`src/rtl/inverse_filter.sv`:
```
// Recovers x[n] from y[n] = a*y[n-1] + b*x[n] using a bit-serial restoring divider.
// Define INV_FILTER_ERR_EN to enable remainder/overflow flags and 8-bit output saturation.
module inverse_filter #(
    parameter logic [31:0] A_COEF = 32'd2,
    parameter logic [31:0] B_COEF = 32'd3
) (
    input  logic        clk,
    input  logic        reset,
    input  logic [31:0] y_in,
    input  logic        y_valid,
    output logic        y_ready,
    output logic [7:0]  x_out,
    output logic        x_valid,
    input  logic        x_ready,
    output logic        rem_err,
    output logic        ovf_err
);

    typedef enum logic [1:0] {IDLE, SUB, DIV, DONE} state_t;

    state_t      state_q;
    logic [31:0] y_lat_q;
    logic [31:0] y_prev_q;
    logic [31:0] quo_q;
    logic [31:0] rem_q;
    logic [4:0]  cnt_q;
    logic [7:0]  x_out_q;
    logic        x_valid_q;
    logic        rem_err_q;
    logic        ovf_err_q;

    logic [31:0] d_d;
    logic [32:0] rem_shift_d;
    logic [32:0] rem_diff_d;
    logic        fits_d;
    logic [31:0] rem_d;
    logic [31:0] quo_d;
    logic [7:0]  x_res_d;
    logic        rem_err_d;
    logic        ovf_err_d;

    // quo_q starts as the dividend and shifts quotient bits in from the right.
    always_comb begin
        d_d         = y_lat_q - A_COEF * y_prev_q;
        rem_shift_d = {rem_q, quo_q[31]};
        rem_diff_d  = rem_shift_d - {1'b0, B_COEF};
        fits_d      = (rem_shift_d >= {1'b0, B_COEF});
        rem_d       = fits_d ? rem_diff_d[31:0] : rem_shift_d[31:0];
        quo_d       = {quo_q[30:0], fits_d};
`ifdef INV_FILTER_ERR_EN
        ovf_err_d   = |quo_d[31:8];
        rem_err_d   = |rem_d;
        x_res_d     = ovf_err_d ? 8'hFF : quo_d[7:0];
`else
        ovf_err_d   = 1'b0;
        rem_err_d   = 1'b0;
        x_res_d     = quo_d[7:0];
`endif
    end

    always_ff @(posedge clk) begin
        if (reset) begin
            state_q   <= IDLE;
            y_lat_q   <= '0;
            y_prev_q  <= '0;
            quo_q     <= '0;
            rem_q     <= '0;
            cnt_q     <= '0;
            x_out_q   <= '0;
            x_valid_q <= 1'b0;
            rem_err_q <= 1'b0;
            ovf_err_q <= 1'b0;
        end else begin
            case (state_q)
                IDLE: begin
                    // y_in is captured here so later changes on the bus cannot corrupt d.
                    if (y_valid) begin
                        y_lat_q <= y_in;
                        state_q <= SUB;
                    end
                end
                SUB: begin
                    quo_q    <= d_d;
                    rem_q    <= '0;
                    cnt_q    <= '0;
                    y_prev_q <= y_lat_q;
                    state_q  <= DIV;
                end
                DIV: begin
                    quo_q <= quo_d;
                    rem_q <= rem_d;
                    cnt_q <= cnt_q + 5'd1;
                    if (cnt_q == 5'd31) begin
                        x_out_q   <= x_res_d;
                        rem_err_q <= rem_err_d;
                        ovf_err_q <= ovf_err_d;
                        x_valid_q <= 1'b1;
                        state_q   <= DONE;
                    end
                end
                DONE: begin
                    if (x_ready) begin
                        x_valid_q <= 1'b0;
                        state_q   <= IDLE;
                    end
                end
                default: state_q <= IDLE;
            endcase
        end
    end

    assign y_ready = (state_q == IDLE) && !reset;
    assign x_out   = x_out_q;
    assign x_valid = x_valid_q;
    assign rem_err = rem_err_q;
    assign ovf_err = ovf_err_q;

endmodule

```
`config.mk`:
```
export PLATFORM = sky130hd
export DESIGN_NAME = inverse_filter
export DESIGN_NICKNAME = d
export VERILOG_FILES = /design/src/rtl/inverse_filter.sv
export SDC_FILE = /design/constraint.sdc
export NUM_CORES = 1
export LEC_CHECK = 0
export CAP_MARGIN = 20
export CORE_ASPECT_RATIO = 0.9
export CORE_MARGIN = 8
export CORE_UTILIZATION = 44
export DETAILED_ROUTE_END_ITERATION = 12
export SLEW_MARGIN = 10
export SYNTH_ARGS = -nofsm -noshare
export SYNTH_HDL_FRONTEND = slang
export SYNTH_SLANG_ARGS = --single-unit
```
`constraint.sdc`:
```
create_clock -name clk -period 4.9 [get_ports clk]
set_input_delay 0.735 -clock clk [delete_from_list [all_inputs] [get_ports clk]]
set_output_delay 0.735 -clock clk [all_outputs]
set_load 0.005 [all_outputs]
```
Yosys cells after proc, flatten, opt, wreduce, memory -nomap -nowiden
Cells that the tools add are included.
Widths: inputs -> output; s select.
{"block": "totals", "register_bits": 143, "inputBits": 36}
{"block": "op_classes", "add_sub_neg": 3, "magnitude_cmp": 1, "n_eq_ne": 7, "n_mux": 11, "n_reduce_logical": 9}
{"operator": "$pmux 32 s2", "count": 2}
{"operator": "$ge 33x2->1 const B", "count": 1}
{"operator": "$mux 32", "count": 1}
{"operator": "$sub 32x2->32 const B", "count": 1}
{"operator": "$sub 32x32->32", "count": 1}
{"operator": "$pmux 5 s2", "count": 1}
{"operator": "$pmux 2 s4", "count": 1}
{"operator": "$mux 2", "count": 3}
{"operator": "$ne 2x2->1 const B", "count": 3}
{"operator": "$reduce_and 3->1", "count": 2}
{"operator": "$add 5x1->5 const B", "count": 1}
{"operator": "$eq 5x5->1 const B", "count": 1}
{"operator": "$eq 2x2->1 const B", "count": 2}
{"operator": "$reduce_and 2->1", "count": 2}
{"operator": "$reduce_bool 2->1", "count": 2}
{"operator": "$eq 2x1->1 const B", "count": 1}
{"operator": "$logic_not 2->1", "count": 1}
{"operator": "$mux 1", "count": 2}
{"operator": "$pmux 1 s2", "count": 1}
{"operator": "$logic_and 1x1->1", "count": 1}
{"operator": "$logic_not 1->1", "count": 1}

Longest topological paths before layout
Gate-level depths: netlist (run 1).
{"block": "logic_depth", "depth_word": 3, "ltp_mapped": 12, "mapped_depth_nobuf": 12}

Least setup slack after synthesis (run 1)
OpenSTA, ideal clock, no wires.
{"block": "synth_timing", "path_type": "register -> register", "from": "register rem_q[4]", "to": "register rem_q[11]", "arrival_ns": 2.767, "path_slack_ns": 2.008, "path_stages_with_launch": 9, "path_buffers": 0, "cell_sequence": "dfxtp_1 or4_4 or4_4 and3b_2 a311oi_4 or3_4 or4_1 xor2_1 o21ai_1"}
{"block": "synth_via", "elab_chain_cells": 3, "elab_cells_between_ends": 4, "cone_classes": "add/sub: 1; order compare: 1; mux: 2"}
{"element": "start: declaration", "line": "25", "rtl": "logic [31:0] rem_q;"}
{"element": "start signal: assignment", "line": "91", "rtl": "rem_q <= rem_d;"}
{"element": "$sub 32x2->32 or $ge 33x2->1 (tied branches)", "line": "46, 47"}
{"element": "$mux 32 (*)", "line": "48", "rtl": "rem_d = fits_d ? rem_diff_d[31:0] : rem_shift_d[31:0];"}
{"element": "$pmux 32 s2 (*)", "line": "74", "rtl": "case (state_q)"}
Mark *: on every way between the ends. The rest lies on a longest branch, timed or not.
A chain may end at the register's enable or synchronous reset.

Final worst setup path (run 1)
{"block": "layout_timing", "from": "register rem_q[21]", "to": "register rem_q[30]"}
Same word-level chain as after synthesis.

==> results of run 1 <==
-- layout by cell type, fill, tap and decap left out, types with 10 or more instances in the layout --
cell and instances:
sky130_fd_sc_hd__a21oi_1 74, sky130_fd_sc_hd__ha_1 35, sky130_fd_sc_hd__o22ai_1 10, sky130_fd_sc_hd__clkdlybuf4s50_1 44, sky130_fd_sc_hd__xnor2_1 29, sky130_fd_sc_hd__clkbuf_16 17
sky130_fd_sc_hd__dfxtp_1 143, sky130_fd_sc_hd__nor3_1 16, sky130_fd_sc_hd__nor2_1 76, sky130_fd_sc_hd__a31oi_1 14, sky130_fd_sc_hd__nand2_1 163, sky130_fd_sc_hd__mux2i_1 37
sky130_fd_sc_hd__nor2b_1 14, sky130_fd_sc_hd__a21o_1 21, sky130_fd_sc_hd__o21ai_0 52, sky130_fd_sc_hd__xor2_1 27, sky130_fd_sc_hd__nand3_1 10, sky130_fd_sc_hd__inv_1 46
-- power groups by stage --
| stage | sequential (mW) | combinational, mW | clock, mW |
|---|---|---|---|
| after CTS | 1.44 | 2.19 | 1.33 |
| after floorplan | 1.43 | 1.74 | 0 |
| final | 1.43 | 2.17 | 1.31 |
| after detailed placement | 1.46 | 2.19 | 0 |
| after global routing | 1.46 | 2.44 | 1.39 |
| after global placement | 1.46 | 2.18 | 0 |
-- per-layer routing --
layer / part of all wire [%] / global-route usage, % / vias to the layer above
met5: 0 / 0 / -
li1: - / - / 3288
met3: 3.0 / 3.75 / 10
met1: 52 / 20.8 / 2835
met2: 44 / 23.7 / 79
met4: 1.1 / 4.38 / 0
-- synth_stat cells (7+ instances only) --
cell,n,area share [%]
sky130_fd_sc_hd__nand2_1,163,8.1
sky130_fd_sc_hd__o22ai_1,10,0.83
sky130_fd_sc_hd__a21o_1,21,2.1
sky130_fd_sc_hd__a31oi_1,14,1.2
sky130_fd_sc_hd__inv_1,46,2.3
sky130_fd_sc_hd__nor2_1,77,3.8
sky130_fd_sc_hd__a211oi_1,9,0.89
sky130_fd_sc_hd__nor2b_1,14,1.2
sky130_fd_sc_hd__nor3_1,16,1.1
sky130_fd_sc_hd__a21oi_1,74,4.9
sky130_fd_sc_hd__a311oi_1,7,0.81
sky130_fd_sc_hd__clkbuf_1,35,1.7
sky130_fd_sc_hd__mux2i_1,37,4.9
sky130_fd_sc_hd__ha_1,38,6.3
sky130_fd_sc_hd__dfxtp_1,143,38
sky130_fd_sc_hd__o211ai_1,7,0.69
sky130_fd_sc_hd__buf_1,13,0.64
sky130_fd_sc_hd__o21ai_0,52,3.4
sky130_fd_sc_hd__xor2_1,27,3.1
sky130_fd_sc_hd__nand3_1,10,0.66
sky130_fd_sc_hd__xnor2_1,29,3.4
-- flip-flops by register name (all words and copies together) (netlist names) --
register	cells
quo_q	32
rem_q	32
y_lat_q	32
y_prev_q	31
x_out	8
cnt_q	5
state_q	2
x_valid	1
-- worst max-delay path by stage --
stage,from,end,slack [ps],cells after the start
3_5_place_dp,rem_q[21],rem_q[30],1520,8
4_1_cts,rem_q[21],rem_q[30],1530,8
2_1_floorplan,rem_q[4],rem_q[11],2010,8
6_report,rem_q[21],rem_q[30],1520,8
5_1_grt,rem_q[21],rem_q[28],1090,8
3_3_place_gp,rem_q[4],rem_q[30],1600,8
-- worst max-delay path, stage by stage (launching register included) --
cell and delay, ps:
sky130_fd_sc_hd__dfxtp_1 350, sky130_fd_sc_hd__or4_1 640, sky130_fd_sc_hd__nor4_1 470, sky130_fd_sc_hd__nand4_1 340, sky130_fd_sc_hd__o21bai_1 860, sky130_fd_sc_hd__nor2_1 200, sky130_fd_sc_hd__nand3b_1 160, sky130_fd_sc_hd__xnor2_1 70
sky130_fd_sc_hd__a22o_1 190
-- layout make-up --
type / count / share of cell area [%]
Sequential cell: 143 / 32.8
Multi-Input combinational cell: 699 / 49.7
Inverter: 47 / 2.02
Timing Repair Buffer: 51 / 5.64
Clock inverter: 11 / 1.60
Tap cell: 211 / 3.02
Clock buffer: 20 / 5.23
-- cell families (layout without fill, tap and decap cells) --
logic type | Yosys count | count (layout)
buffers and inverters | 98 | 129
other | 1 | 2
AO/OA/AOI/OAI | 232 | 232
adder cells (fa/ha/maj) | 39 | 39
multiplexers | 38 | 38
AND/OR/NAND/NOR | 332 | 332
flip-flops | 143 | 143
XOR/XNOR | 56 | 56
==> results.sh, run 1 <==
export IMPL_antenna_cells=0
export IMPL_netlist_instances=939
export IMPL_final_setup_tns_ps=0
export IMPL_grt_setup_unrepaired="no"
export IMPL_async_reset_ff_share_pct=0
export IMPL_syn_to_final_growth_pct=15.4
export IMPL_worst_r2r_path_depth=8
export IMPL_grt_first_pass_wirelength_mm=27.7
export IMPL_synth_seq_area_share_pct=37.8
export IMPL_vias=6212
export IMPL_place_detailed_hpwl_mm=11.2
export IMPL_finalHoldViolCount=0
export IMPL_fin_worst_hold_slack_ps=454
export IMPL_p_sw_mw=1.86
export IMPL_min_period_over_period_pct=69.0
export IMPL_power_leakage_nw=3.45
export IMPL_antenna_found_initial=0
export IMPL_power_density_nw_per_um2=563
export IMPL_finalClockSkew_ps=5.27
export IMPL_clk_pin_slew_ps=60
export IMPL_hold_path_class="flop to flop"
export IMPL_hold_path_end="x_out[7]"
export IMPL_globalplace_congestion=0.840
export IMPL_timing_reg2reg_setup_slack_ps=1520
export IMPL_drt_first_pass_iters=5
export IMPL_r2r_end="rem_q[30]"
export IMPL_fmax_ghz=0.296
export IMPL_clkSinkCount=143
export IMPL_placed_cells_incl_taps=1151
export IMPL_routed_wire_length_per_instance_um=13.7
export IMPL_io_pin_count=48
export IMPL_synthFlopType="sky130_fd_sc_hd__dfxtp_1"
export IMPL_fin_nets=1034
export IMPL_min_delay_start="x_out[7]"
export IMPL_n_fill_cell=1651
export IMPL_cts_hold_buffers=0
export IMPL_multi_input_comb_area_um2=4340
export IMPL_critical_path_required_ps=5210
export IMPL_root_buffer="sky130_fd_sc_hd__clkbuf_16"
export IMPL_design_die_area_um2=21700
export IMPL_remaining_drc_errors=0
export IMPL_design_area_um2=8740
export IMPL_tritoncts="done"
export IMPL_cts_htree_levels=4
export IMPL_mux_share_of_post_synthesis_cell_area_pct=5.04
export IMPL_power_share_switching_pct=37.9
export IMPL_clock_path_buffers=2
export IMPL_min_period_ps=3380
export IMPL_fp_row_count=45
export IMPL_synthesis_area_per_instance_um2=8.06
export IMPL_final_max_slew_violation_count=0
export IMPL_irDropWorstVdd_mv=0.352
export IMPL_synth_distinct_cells=66
export IMPL_die_height_um=140
export IMPL_postPlaceCellArea_um2=8140
export IMPL_worst_hold_path_num_cells=2
export IMPL_compound_gate_fraction_of_synth_area_pct=19.3
export IMPL_setup_violations_final=0
export IMPL_fin_util_pct=51.9
export IMPL_drv_max_cap_violation_count=0
export IMPL_globalRouteOverflowTotal=0
export IMPL_floorplan_die_width_um=154
export IMPL_post_synth_adder_cell_area_pct=6.55
export IMPL_p_clk_share_pct=26.6
export IMPL_drt_wl_total_mm=16.2
export IMPL_max_slew_headroom_pct=30.5
export IMPL_synth_edf_count=0
export IMPL_setup_slack_placement_ps=1520
export IMPL_worstPathMaxFanout=12
export IMPL_worst_ep_arrival_time_ps=3700
export IMPL_status="finished clean"
export IMPL_cts_repair_timing_setup_buffer_count=0
export IMPL_vias_per_cell=5.26
export IMPL_detailedRoute_firstIterationViolations=272
export IMPL_power_share_sequential_pct=29.2
export IMPL_layout_area_seq_um2=2860
export IMPL_numCtsBuffers=17
export IMPL_first_global_vias=5752
export IMPL_antenna_violating_nets_post_route=0
export IMPL_worstReg2RegStart="rem_q[21]"
export IMPL_tightestPinTransition_ps=1040
export IMPL_endpoint_kind="flop"
export IMPL_path_class="flop to flop"
export IMPL_fin_ws_ps=1520
export IMPL_floorplan_core_area_um2=16800
export IMPL_ys_warnings_count=0
export IMPL_start_util_pct=45.0
export IMPL_combinational_family_with_the_most_area_after_synthesis="simple AND/OR/NAND/NOR gates"
export IMPL_synth_seq_cells=143
export IMPL_post_synth_instance_area_um2=7570
export IMPL_grt_start_max_net_pins=67
export IMPL_synth_simple_area_share_pct=19.8
export IMPL_p_int_mw=3.05
export IMPL_fraction_of_final_layout_cells_with_drive_strength_greater_than_1_pct=5.46
export IMPL_io_buffer_count=45
export IMPL_power_share_combinational_pct=44.2
export IMPL_post_synth_xor_area_fraction_pct=6.48
export IMPL_final_instance_count_excl_fill=1182
export IMPL_crit_path_start_kind="flop"
export IMPL_grt_total_usage_pct=15.3
export IMPL_clk_latency_ps=420
export IMPL_ctsResizeCount=0
export IMPL_total_power_mw=4.92
Power figures use the tool's default switching activity.
==> run 2, diff against run 1 <==
==> constraint.sdc (replaced) <==
create_clock -name clk -period 3.5 [get_ports clk]
set_input_delay 0.525 -clock clk [delete_from_list [all_inputs] [get_ports clk]]
set_output_delay 0.525 -clock clk [all_outputs]
set_load 0.005 [all_outputs]
==> run 2 against run 1 <==
Via count about the same; maximum frequency increased by 10%; die area unchanged; final area increased by 1.1%; global-route usage increased by 0.43 points; wire length about the same; cell count increased by 0.51%; clock skew increased by 4.5 ps; clock power increased by 50%; first-iteration DRC count increased by 3.3%; count of clock-buffer cells in the layout decreased by 1; largest cell class unchanged; highest routed layer unchanged.
==> results.sh, run 2 (same netlist as run 1, synthesis figures left out) <==
export IMPL_critical_path_required_ps=3780
export IMPL_ctsResizeCount=0
export IMPL_drv_max_cap_violation_count=0
export IMPL_start_util_pct=45.0
export IMPL_clkSinkCount=143
export IMPL_hold_path_class="flop to flop"
export IMPL_clk_latency_ps=420
export IMPL_vias_per_cell=5.23
export IMPL_fin_nets=1040
export IMPL_worst_r2r_path_depth=8
export IMPL_clock_path_buffers=2
export IMPL_drt_wl_total_mm=16.2
export IMPL_irDropWorstVdd_mv=0.398
export IMPL_min_period_over_period_pct=87.8
export IMPL_place_detailed_hpwl_mm=11.3
export IMPL_design_die_area_um2=21700
export IMPL_antenna_cells=0
export IMPL_worst_path_stages=8
export IMPL_mostFrequentLayoutCells="163 x sky130_fd_sc_hd__nand2_1, 143 x sky130_fd_sc_hd__dfxtp_1, 76 x sky130_fd_sc_hd__nor2_1"
export IMPL_path_cells="or4_1, nor4_1, nand4_1, a311oi_4, or3_4, or4_1, xor2_1, o21ai_1"
export IMPL_design_area_um2=8830
export IMPL_fmax_ghz=0.325
export IMPL_drt_first_pass_iters=4
export IMPL_grt_first_pass_wirelength_mm=28.7
export IMPL_antenna_violating_nets_post_route=0
export IMPL_routed_wire_length_per_instance_um=13.7
export IMPL_postPlaceCellArea_um2=8200
export IMPL_tritoncts="done"
export IMPL_globalRouteOverflowTotal=0
export IMPL_worst_ep_arrival_time_ps=3350
export IMPL_detailedRoute_firstIterationViolations=281
export IMPL_final_max_slew_violation_count=0
export IMPL_antenna_found_initial=0
export IMPL_endpoint_kind="flop"
export IMPL_path_class="flop to flop"
export IMPL_tightestPinTransition_ps=1050
export IMPL_floorplan_die_width_um=154
export IMPL_first_global_vias=5937
export IMPL_fp_row_count=45
export IMPL_cp_top_family="simple AND/OR/NAND/NOR gates"
export IMPL_finalClockSkew_ps=9.74
export IMPL_worstPathMaxFanout=6
export IMPL_layout_top_registers="quo_q: 32 flops, rem_q: 32 flops, y_lat_q: 32 flops"
export IMPL_mostFrequentLayoutCell="sky130_fd_sc_hd__nand2_1"
export IMPL_power_leakage_nw=3.51
export IMPL_die_height_um=140
export IMPL_critPathSlowestCell="sky130_fd_sc_hd__or4_1"
export IMPL_cts_repair_timing_setup_buffer_count=0
export IMPL_grt_start_max_net_pins=86
export IMPL_vias=6215
export IMPL_power_density_nw_per_um2=803
export IMPL_io_buffer_count=45
export IMPL_grt_setup_unrepaired="no"
export IMPL_finalHoldViolCount=0
export IMPL_worst_hold_path_num_cells=2
export IMPL_globalplace_congestion=0.833
export IMPL_slowest_delay_ps=640
export IMPL_final_setup_tns_ps=0
export IMPL_max_slew_headroom_pct=30.1
export IMPL_n_fill_cell=1602
export IMPL_numCtsBuffers=17
export IMPL_fin_worst_hold_slack_ps=456
export IMPL_clk_pin_slew_ps=60
export IMPL_worst_path_buf_inv=0
export IMPL_fraction_of_final_layout_cells_with_drive_strength_greater_than_1_pct=6.04
export IMPL_root_buffer="sky130_fd_sc_hd__clkbuf_16"
export IMPL_grt_total_usage_pct=15.8
export IMPL_floorplan_core_area_um2=16800
export IMPL_io_pin_count=48
export IMPL_syn_to_final_growth_pct=16.7
export IMPL_setup_violations_final=0
export IMPL_cts_htree_levels=4
export IMPL_remaining_drc_errors=0
export IMPL_path_common_cell="sky130_fd_sc_hd__or4_1"
export IMPL_status="finished clean"
export IMPL_min_period_ps=3070
export IMPL_cts_hold_buffers=0
export IMPL_crit_path_start_kind="flop"
[run 2: power breakdown]
part	internal, mW	leakage [nW]	total (mW)	switching, mW
Clock	1.27	0.312	1.96	0.691
Combinational	1.33	2.04	3.12	1.78
Sequential	1.86	1.16	2.01	0.148
[run 2: stage by stage]
step	instances	total power, mW	utilization [%]	setup slack [ps]
3_5_place_dp	1157	5.18	48.7	441
2_1_floorplan	940	4.43	-	608
4_1_cts	1188	7.17	52.5	431
3_3_place_gp	1157	5.17	48.7	452
5_1_grt	1188	7.65	52.5	154
6_report	1188	7.09	52.5	426
[run 2: layer usage]
metal  global-route usage [%]  vias to the layer above  share of wire [%]
met2                     24.4                       61                 45
met5                        0                        -                  0
met1                     21.6                     2842                 52
met3                     3.41                        7                2.7
met4                     4.48                        0               0.63
li1                         -                     3305                  -
[run 2: final timing paths]
check / startpoint / endpoint / slack, ps
hold reg to reg: x_out[4] / x_out[4] / 460
setup reg to reg: rem_q[21] / rem_q[11] / 430
hold / removal: x_out[4] / x_out[4] / 460
setup / recovery: rem_q[21] / rem_q[11] / 430
[run 2: cell type report]
class	count	area [um2]	area share [%]
Clock buffer	19	443	5.01
Clock inverter	12	191	2.17
Inverter	47	176	2.00
Multi-Input combinational cell	699	4340	49.2
Sequential cell	143	2860	32.4
Tap cell	211	264	2.99
Timing Repair Buffer	57	551	6.23
[run 2: worst min-delay path, cell delays in order, from the launching register on]
cell                      delay (ps)
sky130_fd_sc_hd__dfxtp_1         310
sky130_fd_sc_hd__nand2_1          50
sky130_fd_sc_hd__a21oi_1          50
==> run 3, diff against run 2 <==
==> constraint.sdc (replaced) <==
create_clock -name clk -period 3.1 [get_ports clk]
set_input_delay 0.465 -clock clk [delete_from_list [all_inputs] [get_ports clk]]
set_output_delay 0.465 -clock clk [all_outputs]
set_load 0.005 [all_outputs]
==> run 3 against run 2 <==
Utilization grew 0.067 points; count of clock-buffer cells in the layout stayed put; sequential cell count stayed put; wire length increased by 1.4%; global-route usage is essentially flat; clock skew is 0.92 ps lower.
==> results.sh, run 3 (same netlist as run 1, synthesis figures left out) <==
export IMPL_fp_row_count=45
export IMPL_root_buffer="sky130_fd_sc_hd__clkbuf_16"
export IMPL_antenna_violating_nets_post_route=0
export IMPL_clkSinkCount=143
export IMPL_tritoncts="done"
export IMPL_setup_violations_final=0
export IMPL_clk_latency_ps=420
export IMPL_ctsResizeCount=0
export IMPL_clock_path_buffers=2
export IMPL_globalplace_congestion=0.826
export IMPL_antenna_cells=0
export IMPL_finalHoldViolCount=0
export IMPL_max_slew_headroom_pct=36.3
export IMPL_design_die_area_um2=21700
export IMPL_syn_to_final_growth_pct=16.8
export IMPL_worstPathMaxFanout=6
export IMPL_fin_ws_ps=146
export IMPL_hold_path_class="input pin to flop"
export IMPL_grt_start_max_net_pins=92
export IMPL_wirelength_met1_mm=8.37
export IMPL_io_pin_count=48
export IMPL_path_class="flop to flop"
export IMPL_min_period_over_period_pct=95.3
export IMPL_vias=6325
export IMPL_clk_pin_slew_ps=60
export IMPL_power_density_nw_per_um2=889
export IMPL_floorplan_die_width_um=154
export IMPL_critical_path_required_ps=3400
export IMPL_numCtsBuffers=17
export IMPL_routed_wire_length_per_instance_um=13.7
export IMPL_vias_per_cell=5.28
export IMPL_power_leakage_nw=3.51
export IMPL_fin_nets=1050
export IMPL_drv_max_cap_violation_count=0
export IMPL_tightestPinTransition_ps=955
export IMPL_remaining_drc_errors=0
export IMPL_antenna_found_initial=0
export IMPL_min_period_ps=2950
export IMPL_globalRouteOverflowTotal=0
export IMPL_die_height_um=140
export IMPL_placed_cells_incl_taps=1167
export IMPL_first_global_vias=5972
export IMPL_endpoint_kind="flop"
export IMPL_fraction_of_final_layout_cells_with_drive_strength_greater_than_1_pct=7.09
export IMPL_route_met3_wl_um=454
export IMPL_cts_repair_timing_setup_buffer_count=0
export IMPL_n_fill_cell=1656
export IMPL_irDropWorstVdd_mv=0.515
export IMPL_grt_setup_unrepaired="no"
export IMPL_drt_wl_total_mm=16.5
export IMPL_worst_ep_arrival_time_ps=3260
export IMPL_crit_path_start_kind="flop"
export IMPL_cts_htree_levels=4
export IMPL_final_setup_tns_ps=0
export IMPL_setup_slack_placement_ps=155
export IMPL_top_metal_layer_carrying_routed_signals="met4"
export IMPL_start_util_pct=45.0
export IMPL_mostFrequentLayoutCells="163 x sky130_fd_sc_hd__nand2_1, 143 x sky130_fd_sc_hd__dfxtp_1, 76 x sky130_fd_sc_hd__nor2_1"
export IMPL_status="finished clean"
export IMPL_fmax_ghz=0.338
export IMPL_final_instance_count_excl_fill=1199
export IMPL_final_max_slew_violation_count=0
export IMPL_grt_total_usage_pct=15.7
export IMPL_place_detailed_hpwl_mm=11.6
export IMPL_drt_first_pass_iters=4
export IMPL_layout_top_registers="quo_q: 32 flops, rem_q: 32 flops, y_lat_q: 32 flops"
export IMPL_detailedRoute_firstIterationViolations=282
export IMPL_grt_first_pass_wirelength_mm=28.4
export IMPL_dr_wl_met2_mm=7.48
export IMPL_finalClockSkew_ps=8.82
export IMPL_io_buffer_count=45
export IMPL_cts_hold_buffers=0
export IMPL_mostFrequentLayoutCell="sky130_fd_sc_hd__nand2_1"
export IMPL_floorplan_core_area_um2=16800
[run 3: routing by layer]
layer	vias to the layer above	global-route usage [%]
li1	3336	-
met1	2893	20.6
met2	82	24.9
met3	14	3.41
met4	0	5.87
met5	-	0
[run 3: worst max-delay path, stage by stage (launching register included)]
cell and delay, ps:
sky130_fd_sc_hd__dfxtp_1 360, sky130_fd_sc_hd__or4_4 560, sky130_fd_sc_hd__or4_4 520, sky130_fd_sc_hd__and3b_2 290
sky130_fd_sc_hd__a311oi_4 100, sky130_fd_sc_hd__or3_4 370, sky130_fd_sc_hd__or4_1 420, sky130_fd_sc_hd__xor2_1 150
sky130_fd_sc_hd__o21ai_1 70
[run 3: path summary, 6_finish.rpt]
| kind | cells past startpoint | endpoint | slack [ps] | start |
|---|---|---|---|---|
| setup reg to reg | 8 | rem_q[11] | 150 | rem_q[4] |
| hold reg to reg | 2 | x_out[3] | 460 | x_out[3] |
| hold / removal | 2 | cnt_q[3] | 400 | reset |
| setup / recovery | 8 | rem_q[11] | 150 | rem_q[4] |
[run 3: where the power goes]
| group | internal, mW | switching [mW] |
|---|---|---|
| Combinational | 1.54 | 2.05 |
| Sequential | 2.10 | 0.168 |
| Clock | 1.20 | 0.798 |
| Total | 4.84 | 3.01 |
[run 3: per-stage QoR]
stage	cell area, um2	hold WS, ps	power, mW	utilization (%)
floorplan	7570	425	5.01	-
global placement	8260	446	5.89	49.1
detailed placement	8260	446	5.90	49.1
CTS	8840	386	7.94	52.5
global route	8840	400	8.47	52.5
finish	8840	401	7.86	52.5
[run 3: final cells by class]
type                            instances  area (um2)  share of cell area [%]
Clock buffer                           19         443                    5.01
Clock inverter                         13         140                    1.58
Multi-Input combinational cell        699        4340                    49.1
Tap cell                              211         264                    2.99
Sequential cell                       143        2860                    32.4
Inverter                               47         176                    1.99
Timing Repair Buffer                   67         613                    6.93
